$ cat src/rtl/load_store_unit_pkg.sv
// -----------------------------------------------------------------------------
// LOAD_STORE_FNS
// Shared types and helpers for the load/store unit:
//   funct3_t     - RISC-V load/store funct3 encodings
//   lsu_state_t  - load/store sequencer states
//   byte_ofs / half_ofs - bit offset of the addressed byte / halfword lane
//   is_reserved  - funct3 not legal for the given direction
//   is_misaligned- low address bits violate natural alignment
// -----------------------------------------------------------------------------
package LOAD_STORE_FNS;

    typedef enum logic [2:0] {
        BYTE   = 3'b000,
        HALF   = 3'b001,
        WORD   = 3'b010,
        BYTE_U = 3'b100,
        HALF_U = 3'b101
    } funct3_t;

    typedef enum logic [2:0] {
        IDLE,
        LD_RD,
        LD_CAP,
        ST_WR,
        RMW_RD,
        RMW_MRG,
        RMW_WR,
        RESP
    } lsu_state_t;

    function automatic logic [4:0] byte_ofs(input logic [1:0] lane);
        return {lane, 3'b000};
    endfunction

    // Only the upper lane bit selects a halfword; bit 0 is ignored here.
    function automatic logic [4:0] half_ofs(input logic hi);
        return {hi, 4'b0000};
    endfunction

    // Unsigned variants exist only for loads.
    function automatic logic is_reserved(input logic [2:0] f3, input logic wr);
        case (f3)
            3'b000, 3'b001, 3'b010: return 1'b0;
            3'b100, 3'b101:         return wr;
            default:                return 1'b1;
        endcase
    endfunction

    function automatic logic is_misaligned(input logic [2:0] f3, input logic [1:0] lo);
        case (f3)
            3'b001, 3'b101: return lo[0];
            3'b010:         return lo != 2'b00;
            default:        return 1'b0;
        endcase
    endfunction

endpackage

$ cat src/rtl/load_store_unit_lane_extract.sv
// -----------------------------------------------------------------------------
// lane_extract
// Combinational lane select plus sign/zero extension of a memory read word.
//   word   - full word read from memory
//   funct3 - load type (BYTE/HALF sign-extend, *_U zero-extend, WORD passthrough)
//   lane   - byte address bits [1:0]
//   result - right-aligned, extended load value
// -----------------------------------------------------------------------------
module lane_extract
    import LOAD_STORE_FNS::*;
#(
    parameter int WIDTH = 32
) (
    input  logic [WIDTH-1:0] word,
    input  funct3_t          funct3,
    input  logic [1:0]       lane,
    output logic [WIDTH-1:0] result
);

    logic [7:0]  byte_v;
    logic [15:0] half_v;

    always_comb begin
        byte_v = word[byte_ofs(lane) +: 8];
        half_v = word[half_ofs(lane[1]) +: 16];
        case (funct3)
            BYTE:    result = {{(WIDTH-8){byte_v[7]}}, byte_v};
            BYTE_U:  result = {{(WIDTH-8){1'b0}}, byte_v};
            HALF:    result = {{(WIDTH-16){half_v[15]}}, half_v};
            HALF_U:  result = {{(WIDTH-16){1'b0}}, half_v};
            default: result = word;
        endcase
    end

endmodule

$ cat src/rtl/load_store_unit.sv
// -----------------------------------------------------------------------------
// load_store_unit
// Data-memory initiator: one load/store at a time, byte/half/word addressing,
// word-granular memory cycles. Sub-word stores are read-modify-write because
// the memory has no byte enables.
//
// Ports:
//   clk, rst              - clock, asynchronous active-low reset
//   req_valid/req_ready   - request handshake (ready only when idle)
//   req_wr, req_addr, req_wdata, req_funct3 - request fields
//   resp_valid            - one-cycle completion pulse
//   resp_rdata, resp_err  - load result / rejection flag, held until next response
//   mem_addr, mem_wren, mem_wr_data, mem_funct3 - word memory request
//   mem_rd_data           - read word, valid the cycle after mem_addr is sampled
//
// Build option: LSU_ALIGN_CHECK_EN - reject misaligned half/word accesses
// instead of silently clearing the offending low address bits.
// -----------------------------------------------------------------------------
module load_store_unit
    import LOAD_STORE_FNS::*;
#(
    parameter int WIDTH = 32
) (
    input  logic             clk,
    input  logic             rst,
    input  logic             req_valid,
    output logic             req_ready,
    input  logic             req_wr,
    input  logic [WIDTH-1:0] req_addr,
    input  logic [WIDTH-1:0] req_wdata,
    input  funct3_t          req_funct3,
    output logic             resp_valid,
    output logic [WIDTH-1:0] resp_rdata,
    output logic             resp_err,
    output logic [WIDTH-1:0] mem_addr,
    output logic             mem_wren,
    output logic [WIDTH-1:0] mem_wr_data,
    output funct3_t          mem_funct3,
    input  logic [WIDTH-1:0] mem_rd_data
);

    lsu_state_t       state;
    logic [WIDTH-1:0] addr_q;
    logic [WIDTH-1:0] wdata_q;
    funct3_t          funct3_q;
    logic             wr_q;
    logic [WIDTH-1:0] merged_q;
    logic [WIDTH-1:0] merged;
    logic [WIDTH-1:0] load_data;
    logic             req_err;

`ifdef LSU_ALIGN_CHECK_EN
    assign req_err = is_reserved(req_funct3, req_wr) ||
                     is_misaligned(req_funct3, req_addr[1:0]);
`else
    // Misaligned accesses proceed with the low bits dropped.
    assign req_err = is_reserved(req_funct3, req_wr);
`endif

    assign req_ready   = (state == IDLE);
    assign mem_addr    = {addr_q[WIDTH-1:2], 2'b00};
    assign mem_funct3  = WORD;
    // Word stores write the latched data directly; sub-word stores the merge.
    assign mem_wr_data = (state == RMW_WR) ? merged_q : wdata_q;

    lane_extract #(.WIDTH(WIDTH)) u_lane_extract (
        .word   (mem_rd_data),
        .funct3 (funct3_q),
        .lane   (addr_q[1:0]),
        .result (load_data)
    );

    // Overlay the store lane on the word read back (only SB/SH reach RMW).
    always_comb begin
        merged = mem_rd_data;
        if (funct3_q == HALF)
            merged[half_ofs(addr_q[1]) +: 16] = wdata_q[15:0];
        else
            merged[byte_ofs(addr_q[1:0]) +: 8] = wdata_q[7:0];
    end

    always_ff @(posedge clk or negedge rst) begin
        if (!rst) begin
            state      <= IDLE;
            addr_q     <= '0;
            wdata_q    <= '0;
            funct3_q   <= BYTE;
            wr_q       <= 1'b0;
            merged_q   <= '0;
            mem_wren   <= 1'b0;
            resp_valid <= 1'b0;
            resp_err   <= 1'b0;
            resp_rdata <= '0;
        end else begin
            resp_valid <= 1'b0;
            mem_wren   <= 1'b0;
            case (state)
                IDLE: begin
                    if (req_valid) begin
                        addr_q   <= req_addr;
                        wdata_q  <= req_wdata;
                        funct3_q <= req_funct3;
                        wr_q     <= req_wr;
                        if (req_err) begin
                            state      <= RESP;
                            resp_valid <= 1'b1;
                            resp_err   <= 1'b1;
                            resp_rdata <= '0;
                        end else if (!req_wr) begin
                            state <= LD_RD;
                        end else if (req_funct3 == WORD) begin
                            state    <= ST_WR;
                            mem_wren <= 1'b1;
                        end else begin
                            state <= RMW_RD;
                        end
                    end
                end
                LD_RD:   state <= LD_CAP;
                RMW_RD:  state <= RMW_MRG;
                RMW_MRG: begin
                    merged_q <= merged;
                    mem_wren <= 1'b1;
                    state    <= RMW_WR;
                end
                // All successful paths funnel through here into RESP.
                LD_CAP, ST_WR, RMW_WR: begin
                    resp_valid <= 1'b1;
                    resp_err   <= 1'b0;
                    resp_rdata <= wr_q ? '0 : load_data;
                    state      <= RESP;
                end
                RESP:    state <= IDLE;
                default: state <= IDLE;
            endcase
        end
    end

endmodule

$ cat config.mk
export PLATFORM = sky130hd
export DESIGN_NAME = load_store_unit
export DESIGN_NICKNAME = d
export VERILOG_FILES = /design/src/rtl/load_store_unit_pkg.sv /design/src/rtl/load_store_unit_lane_extract.sv /design/src/rtl/load_store_unit.sv
export SDC_FILE = /design/constraint.sdc
export NUM_CORES = 1
export LEC_CHECK = 0
export CORE_MARGIN = 2
export CORE_UTILIZATION = 48
export DETAILED_ROUTE_END_ITERATION = 8
export HOLD_SLACK_MARGIN = 0.12
export PLACE_DENSITY = 0.88
export SYNTH_ARGS = -nofsm -noshare
export SYNTH_HDL_FRONTEND = slang
export SYNTH_SLANG_ARGS = --single-unit
$ cat constraint.sdc
create_clock -name clk -period 2.6 [get_ports clk]
set_clock_uncertainty 0.1 [all_clocks]
set_input_delay 0.52 -clock clk [delete_from_list [all_inputs] [get_ports clk]]
set_output_delay 0.52 -clock clk [all_outputs]
set_load 0.02 [all_outputs]
==> results.txt, run 1 <==
----------------------------------------------------
[Layout]
  Final standard cell area without fillers ... 9590 µm²
  Leading cell type in the layout, fill and taps excluded ... clkdlybuf4s50_1
  Post-layout util ... 0.665
  Number of standard cells in the layout, taps in and fillers out ... 950
  Proportion of layout cells with a drive suffix above 1 ... 0.211
  Nets@finish ... 862
  Commonest non-fill, non-tap cells in the layout ... clkdlybuf4s50_1 (166), dfrtp_1 (138), mux2_2 (97), dlygate4sd2_1 (33), a22o_1 (24)
  Antenna diode instance count ... 0
  P&R area growth vs syn ... 36.6%

[Global route]
  Total global routing track utilization ... 0.264
  GRT Residual Overflow ... 0
  Global routing met3 resource utilization ... 0.0591
  Number of global-route vias before repair ... 5804
  Busiest metal layer after global routing ... met2
  Antenna violations before repair ... 0
  Met2 Resource Use GR ... 0.447
  Largest net degree at the start of global routing ... 76
  Global-route wire length before repair ... 31900 µm
  GRT met1 Usage ... 0.328

[Run]
  Total of max-cap violations ... 0

[Drt]
  Via-to-Cell Ratio ... 6.04
  Wirelength per Cell ... 21.8 µm
  Initial drt markers ... 510
  Number of iterations in the first detailed-routing pass ... 7
  Total via count after detailed routing ... 5738
  Final Routed Wirelength ... 20700 µm
  DRT antenna net count ... 0
  Final routed DRC violation total ... 0

[Setup path]
  Worst setup path class ... register to output port
  Startpoint of the worst setup timing path ... state[1]
  Count of cells along the worst register-to-register path ... 6
  Levels on crit path ... 4
  Reg-to-reg critical path startpoint ... addr_q[0]
  WP data arrival ... 1.87 ns
  Slowest stage delay, CP ... 0.38 ns
  End of the worst register-to-register path ... merged_q[20]
  Startpoint kind of the worst setup timing path ... register
  Critical path capture point type ... output port
  Number of buffers and inverters on the critical path ... 2
  Flop-to-flop setup slack ... 0.26 ns
  Crit path capture ... mem_wr_data[15]
  Largest fanout on the critical path ... 24
  Worst path top cell family by delay ... buffers and inverters
  Cell chain of the critical path ... nand3b_1, buf_12, mux2_2, dlygate4sd2_1
  Slowest cell on crit path ... dfrtp_1
  Worst endpoint required time ... 1.98 ns

[Placement]
  Routability-driven placement congestion ratio ... 0.980
  Area post-placement ... 9040 µm²
  Input/output buffers ... 200
  Half-perimeter wire length after detailed placement ... 14900 µm
  Number of instances in the placed design ... 918

[STA]
  Slew at the pin closest to its max-slew limit ... 0.730 ns
  Min cycle time layout ... 2.49 ns
  Unrepaired setup endpoints after global routing ... false
  Setup TNS ... 0 ns
  Portion of the clock cycle consumed by the worst path in the final layout ... 0.957
  Final count of negative-setup-slack endpoints ... 0
  Relative max-transition margin ... 0.513
  Hold violation count in the final report ... 0
  Max-slew violation count ... 0
  Fmax ... 402 MHz

[Logic synthesis]
  Post-synthesis area per instance ... 12.1 µm²
  Yosys reg bits ... 138
  Area fraction of the dominant cell type after synthesis ... 0.492
  Post-synthesis mux area share ... 0.183
  Number of warnings reported in the yosys synthesis log ... 0
  Post-synth EDFFs ... 0
  Post-synthesis cell count ... 582
  Number of distinct library cells after synthesis ... 50
  Dominant combinational cell family by area after synthesis ... multiplexers
  Dominant cells by area after synthesis ... dfrtp_1 (49%), mux2_2 (16%), buf_4 (4.6%), a22o_1 (3.0%), a221o_1 (2.4%)
  Compound-cell area share of the yosys netlist ... 0.169
  Xor/xnor share of the synthesized area ... 0.00125
  Fraction of the mapped netlist area in simple logic gates ... 0.0706
  Yosys top cell by area ... dfrtp_1
  Post-synthesis cell area ... 7020 µm²
  Synth Area in Adders ... 0.00891
  Seq/Total Area, Yosys ... 0.492
  Primary flip-flop cell chosen by synthesis mapping ... dfrtp_1
  Share of async-settable or async-resettable flops after synthesis ... 1.00

[Power]
  Peak supply drop ... 790 µV
  Net switching fraction of the power ... 0.395
  Part of the power in the clock network ... 0.185
  Relative contribution of combinational cells to total power ... 0.511
  Internal cell power ... 7.79 mW
  Areal power density over the cells ... 1340 nW/µm²
  Net switching power of the design ... 5.08 mW
  Leakage power total ... 4.23 nW
  Sequential share of power ... 0.304

[Die]
  Die Outline Area ... 15600 µm²
  Placeable Area ... 14400 µm²
  Vert. Die Dim ... 125 µm
  Die W ... 125 µm
  Initial Util ... 0.487
  I/O Pins ... 206
  Rows ... 44

[Outcome]
  Result of the run ... finished clean

[Clock network]
  Number of CTS-inserted buffers ... 17
  CTS tree ... yes
  Maximum count of clock buffers along a single path ... 2
  Root buffer cell ... clkbuf_16
  Setup Buffers After CTS ... 0
  Clock net sink count ... 138
  Number of H-tree levels ... 4
  Clock latency on the worst-skew pair ... 0.42 ns
  Worst-path clk slew ... 0.05 ns

[Worst hold path]
  Worst hold-check path type ... register to register

----------------------------------------------------
==> synth_stat cells, types with 5 or more instances <==
| library cell | count |
|---|---|
| o2bb2ai_1 | 8 |
| inv_1 | 17 |
| ha_1 | 5 |
| and2_1 | 11 |
| o32ai_1 | 7 |
| a211oi_1 | 17 |
| o21ai_0 | 5 |
| clkbuf_1 | 14 |
| nand2_1 | 19 |
| dfrtp_1 | 138 |
| and2_0 | 6 |
| buf_4 | 43 |
| o221ai_1 | 7 |
| buf_2 | 14 |
| mux2i_1 | 17 |
| nand2b_1 | 20 |
| a21o_1 | 16 |
| a221oi_1 | 16 |
| a221o_1 | 17 |
| a22o_1 | 24 |
| o211ai_1 | 6 |
| mux2_2 | 97 |
| a21oi_1 | 14 |
==> cell families (layout without fill, tap and decap cells) <==
group | after synthesis | in the layout
and+or+nand+nor | 84 | 84
DFF | 138 | 138
muxes | 115 | 115
AOI/OAI and AO/OA | 147 | 147
adders and majority gates | 5 | 5
buffers and inverters | 90 | 271
other | 2 | 5
xor gates and xnor gates | 1 | 1
==> power groups by stage <==
stage               Combinational [mW]  Clock [mW]  Sequential [mW]
floorplan                         4.26           0             3.88
global placement                  6.53           0             3.85
detailed placement                6.76           0             3.92
CTS                               6.57        2.40             3.90
global route                      6.99        2.49             4.03
finish                            6.58        2.38             3.91
==> state kept, by name (all words and copies together), names as in the netlist, 3 cells and up <==
name        cells
state           3
funct3_q        3
merged_q       32
wdata_q        32
addr_q         32
resp_rdata     32
==> routing by layer <==
metal / vias up / part of all wire
met3: 73 / 0.075
met5: - / 0
met1: 2831 / 0.38
li1: 2488 / -
met2: 346 / 0.50
met4: 0 / 0.038
==> area by class of cell <==
class	count	area [µm²]
sequential	138	3450
timing repair buffer	223	2200
tap	184	230
clock inverter	8	92.6
fill	1106	4830
inverter	17	63.8
clock buffer	23	488
multi-input combinational	357	3070
==> per-stage QoR <==
step / total power, mW / hold slack, ns / setup WS (ns)
floorplan: 8.14 / 0.124 / 0.466
global placement: 10.4 / 0.296 / 0.234
detailed placement: 10.7 / 0.298 / 0.157
CTS: 12.9 / 0.374 / 0.0938
global route: 13.5 / 0.404 / 0.0365
finish: 12.9 / 0.371 / 0.111
==> how the worst min path moves through the flow <==
stage	startpoint	endpoint	slack, ns	cells past startpoint
3_5_place_dp	rst	wdata_q[18]	0.30	1
5_1_grt	merged_q[11]	merged_q[11]	0.40	1
3_3_place_gp	rst	wdata_q[19]	0.30	1
2_1_floorplan	rst	addr_q[0]	0.12	0
6_report	merged_q[10]	merged_q[10]	0.37	1
4_1_cts	merged_q[10]	merged_q[10]	0.37	1
==> repair_timing <==
item / in CTS / in global routing
endpoints found under the hold margin: 25 / 0
setup endpoints to repair: 33 / 0
hold buffers: 1 / 0
gates resized for setup: 33 / 0
No activity file was read; power rests on OpenSTA's default activity.
==> run 2: changes to the inputs <==
- CORE_UTILIZATION: 48 -> 52
- PLACE_DENSITY: 0.88 -> 0.95
- clock period: 2.6 -> 3.05 ns (I/O delays scaled with it)
==> results.txt, run 2 (same netlist as run 1, synthesis figures left out) <==
----------------------------------------------------
[Die]
  Vert. Die Dim ... 120 µm
  Die Outline Area ... 14400 µm²
  Placeable Area ... 13200 µm²
  Initial Util ... 0.532
  Die W ... 120 µm
  Rows ... 42
  I/O Pins ... 206

[Setup path]
  Worst setup path class ... register to output port
  Critical path capture point type ... output port
  Worst endpoint required time ... 2.34 ns
  Slowest cell on crit path ... clkdlybuf4s50_1
  End of the worst register-to-register path ... merged_q[16]
  WP data arrival ... 2.23 ns
  Startpoint of the worst setup timing path ... state[0]
  Startpoint kind of the worst setup timing path ... register
  Cell chain of the critical path ... nand3b_1, buf_6, mux2_2, clkdlybuf4s50_1
  Flop-to-flop setup slack ... 0.68 ns
  Reg-to-reg critical path startpoint ... funct3_q[0]
  Largest fanout on the critical path ... 24
  Slowest stage delay, CP ... 0.55 ns
  Count of cells along the worst register-to-register path ... 5

[Layout]
  Proportion of layout cells with a drive suffix above 1 ... 0.203
  Antenna diode instance count ... 0
  P&R area growth vs syn ... 35.8%
  Number of standard cells in the layout, taps in and fillers out ... 935
  Nets@finish ... 855
  Leading cell type in the layout, fill and taps excluded ... clkdlybuf4s50_1
  Commonest non-fill, non-tap cells in the layout ... clkdlybuf4s50_1 (199), dfrtp_1 (137), mux2_2 (97), a22o_1 (24), nand2b_1 (20)
  Flip-flop and latch area ... 3450 µm²
  Number of fill cells ... 909
  Area occupied by multi-input gates ... 3060 µm²

[Worst hold path]
  WHS Endpoint ... merged_q[11]
  Worst hold-check path type ... register to register
  Launch point of the worst hold path ... merged_q[11]
  Cell count of the worst hold path ... 1

[Outcome]
  Result of the run ... finished clean

[STA]
  Setup TNS ... 0 ns
  Slew at the pin closest to its max-slew limit ... 0.850 ns
  Final count of negative-setup-slack endpoints ... 0
  Fmax ... 340 MHz
  Relative max-transition margin ... 0.432
  Portion of the clock cycle consumed by the worst path in the final layout ... 0.965
  Min cycle time layout ... 2.94 ns
  Unrepaired setup endpoints after global routing ... false
  Max-slew violation count ... 0
  Hold violation count in the final report ... 0
  Worst hold slack ... 0.370 ns

[Drt]
  Initial drt markers ... 525
  Wirelength per Cell ... 21.5 µm
  Via-to-Cell Ratio ... 5.99
  Final Routed Wirelength ... 20100 µm
  DRT antenna net count ... 0
  Number of iterations in the first detailed-routing pass ... 5
  Total via count after detailed routing ... 5601
  Final routed DRC violation total ... 0

[Clock network]
  Clock latency on the worst-skew pair ... 0.42 ns
  Number of H-tree levels ... 4
  CTS tree ... yes
  Worst-path clk slew ... 0.05 ns
  Maximum count of clock buffers along a single path ... 2
  Clock net sink count ... 138
  Root buffer cell ... clkbuf_16
  Number of CTS-inserted buffers ... 17
  Setup Buffers After CTS ... 0

[Power]
  Areal power density over the cells ... 1160 nW/µm²
  Relative contribution of combinational cells to total power ... 0.513
  Internal cell power ... 6.80 mW
  Net switching power of the design ... 4.28 mW
  Leakage power total ... 4.09 nW
  Net switching fraction of the power ... 0.386
  Peak supply drop ... 711 µV
  Sequential share of power ... 0.304
  Part of the power in the clock network ... 0.184

[Global route]
  Total global routing track utilization ... 0.280
  Global-route wire length before repair ... 30800 µm
  Largest net degree at the start of global routing ... 70
  Antenna violations before repair ... 0
  Number of global-route vias before repair ... 5607
  GRT Residual Overflow ... 0

[Placement]
  Half-perimeter wire length after detailed placement ... 14400 µm
  Number of instances in the placed design ... 903
  Input/output buffers ... 200
  Routability-driven placement congestion ratio ... 0.942

[Run]
  Total of max-cap violations ... 0

----------------------------------------------------
[run 2: final cells by class]
cell class	count	share of cell area
multi-input combinational	357	0.321
inverter	17	0.00669
tap	176	0.0231
sequential	138	0.362
timing repair buffer	216	0.226
clock inverter	9	0.0129
clock buffer	22	0.0476
[run 2: per-stage QoR]
stage                      util  setup WS, ns  cell area, µm²  power (mW)
final                     0.723         0.105            9530        11.1
after global routing      0.723        0.0343            9530        11.6
after CTS                 0.723        0.0165            9530        11.1
after detailed placement  0.678         0.400            8940        8.99
after global placement    0.678         0.476            8940        8.78
after floorplan               -         0.916            7030        6.94
[run 2: power groups by stage]
stage               sequential [mW]  combinational (mW)  clock (mW)
global placement               3.33                5.45           0
CTS                            3.35                5.67        2.06
floorplan                      3.31                3.63           0
detailed placement             3.38                5.61           0
finish                         3.37                5.68        2.03
global route                   3.45                6.01        2.14
[run 2: worst max path at each step]
stage                      endpoint  cells past startpoint
finish               mem_wr_data[9]                      4
global route        mem_wr_data[11]                      4
CTS                  mem_wr_data[9]                      4
detailed placement   mem_wr_data[9]                      4
global placement    mem_wr_data[18]                      4
floorplan               wdata_q[30]                      6
[run 2: repair_timing]
| action | in CTS | in global routing |
|---|---|---|
| resized for setup | 1 | 1 |
| hold buffers | 1 | 0 |
| endpoints found under the setup margin | 24 | 24 |
| gates cloned | 0 | 0 |
| endpoints found under the hold margin | 22 | 0 |
[run 2: metal layers]
layer | track usage | wire length [µm] | vias up
met2 | 0.469 | 9930 | 313
li1 | - | - | 2465
met3 | 0.0594 | 1570 | 56
met5 | 0 | 0 | -
met1 | 0.353 | 8030 | 2767
met4 | 0.115 | 614 | 0
[run 2: worst max-delay path, delay by kind of cell, from the launching register on]
kind	cells	cell delay, ns
buffers and inverters	2	0.81
flip-flops	1	0.45
multiplexers	1	0.38
AND/OR/NAND/NOR	1	0.16
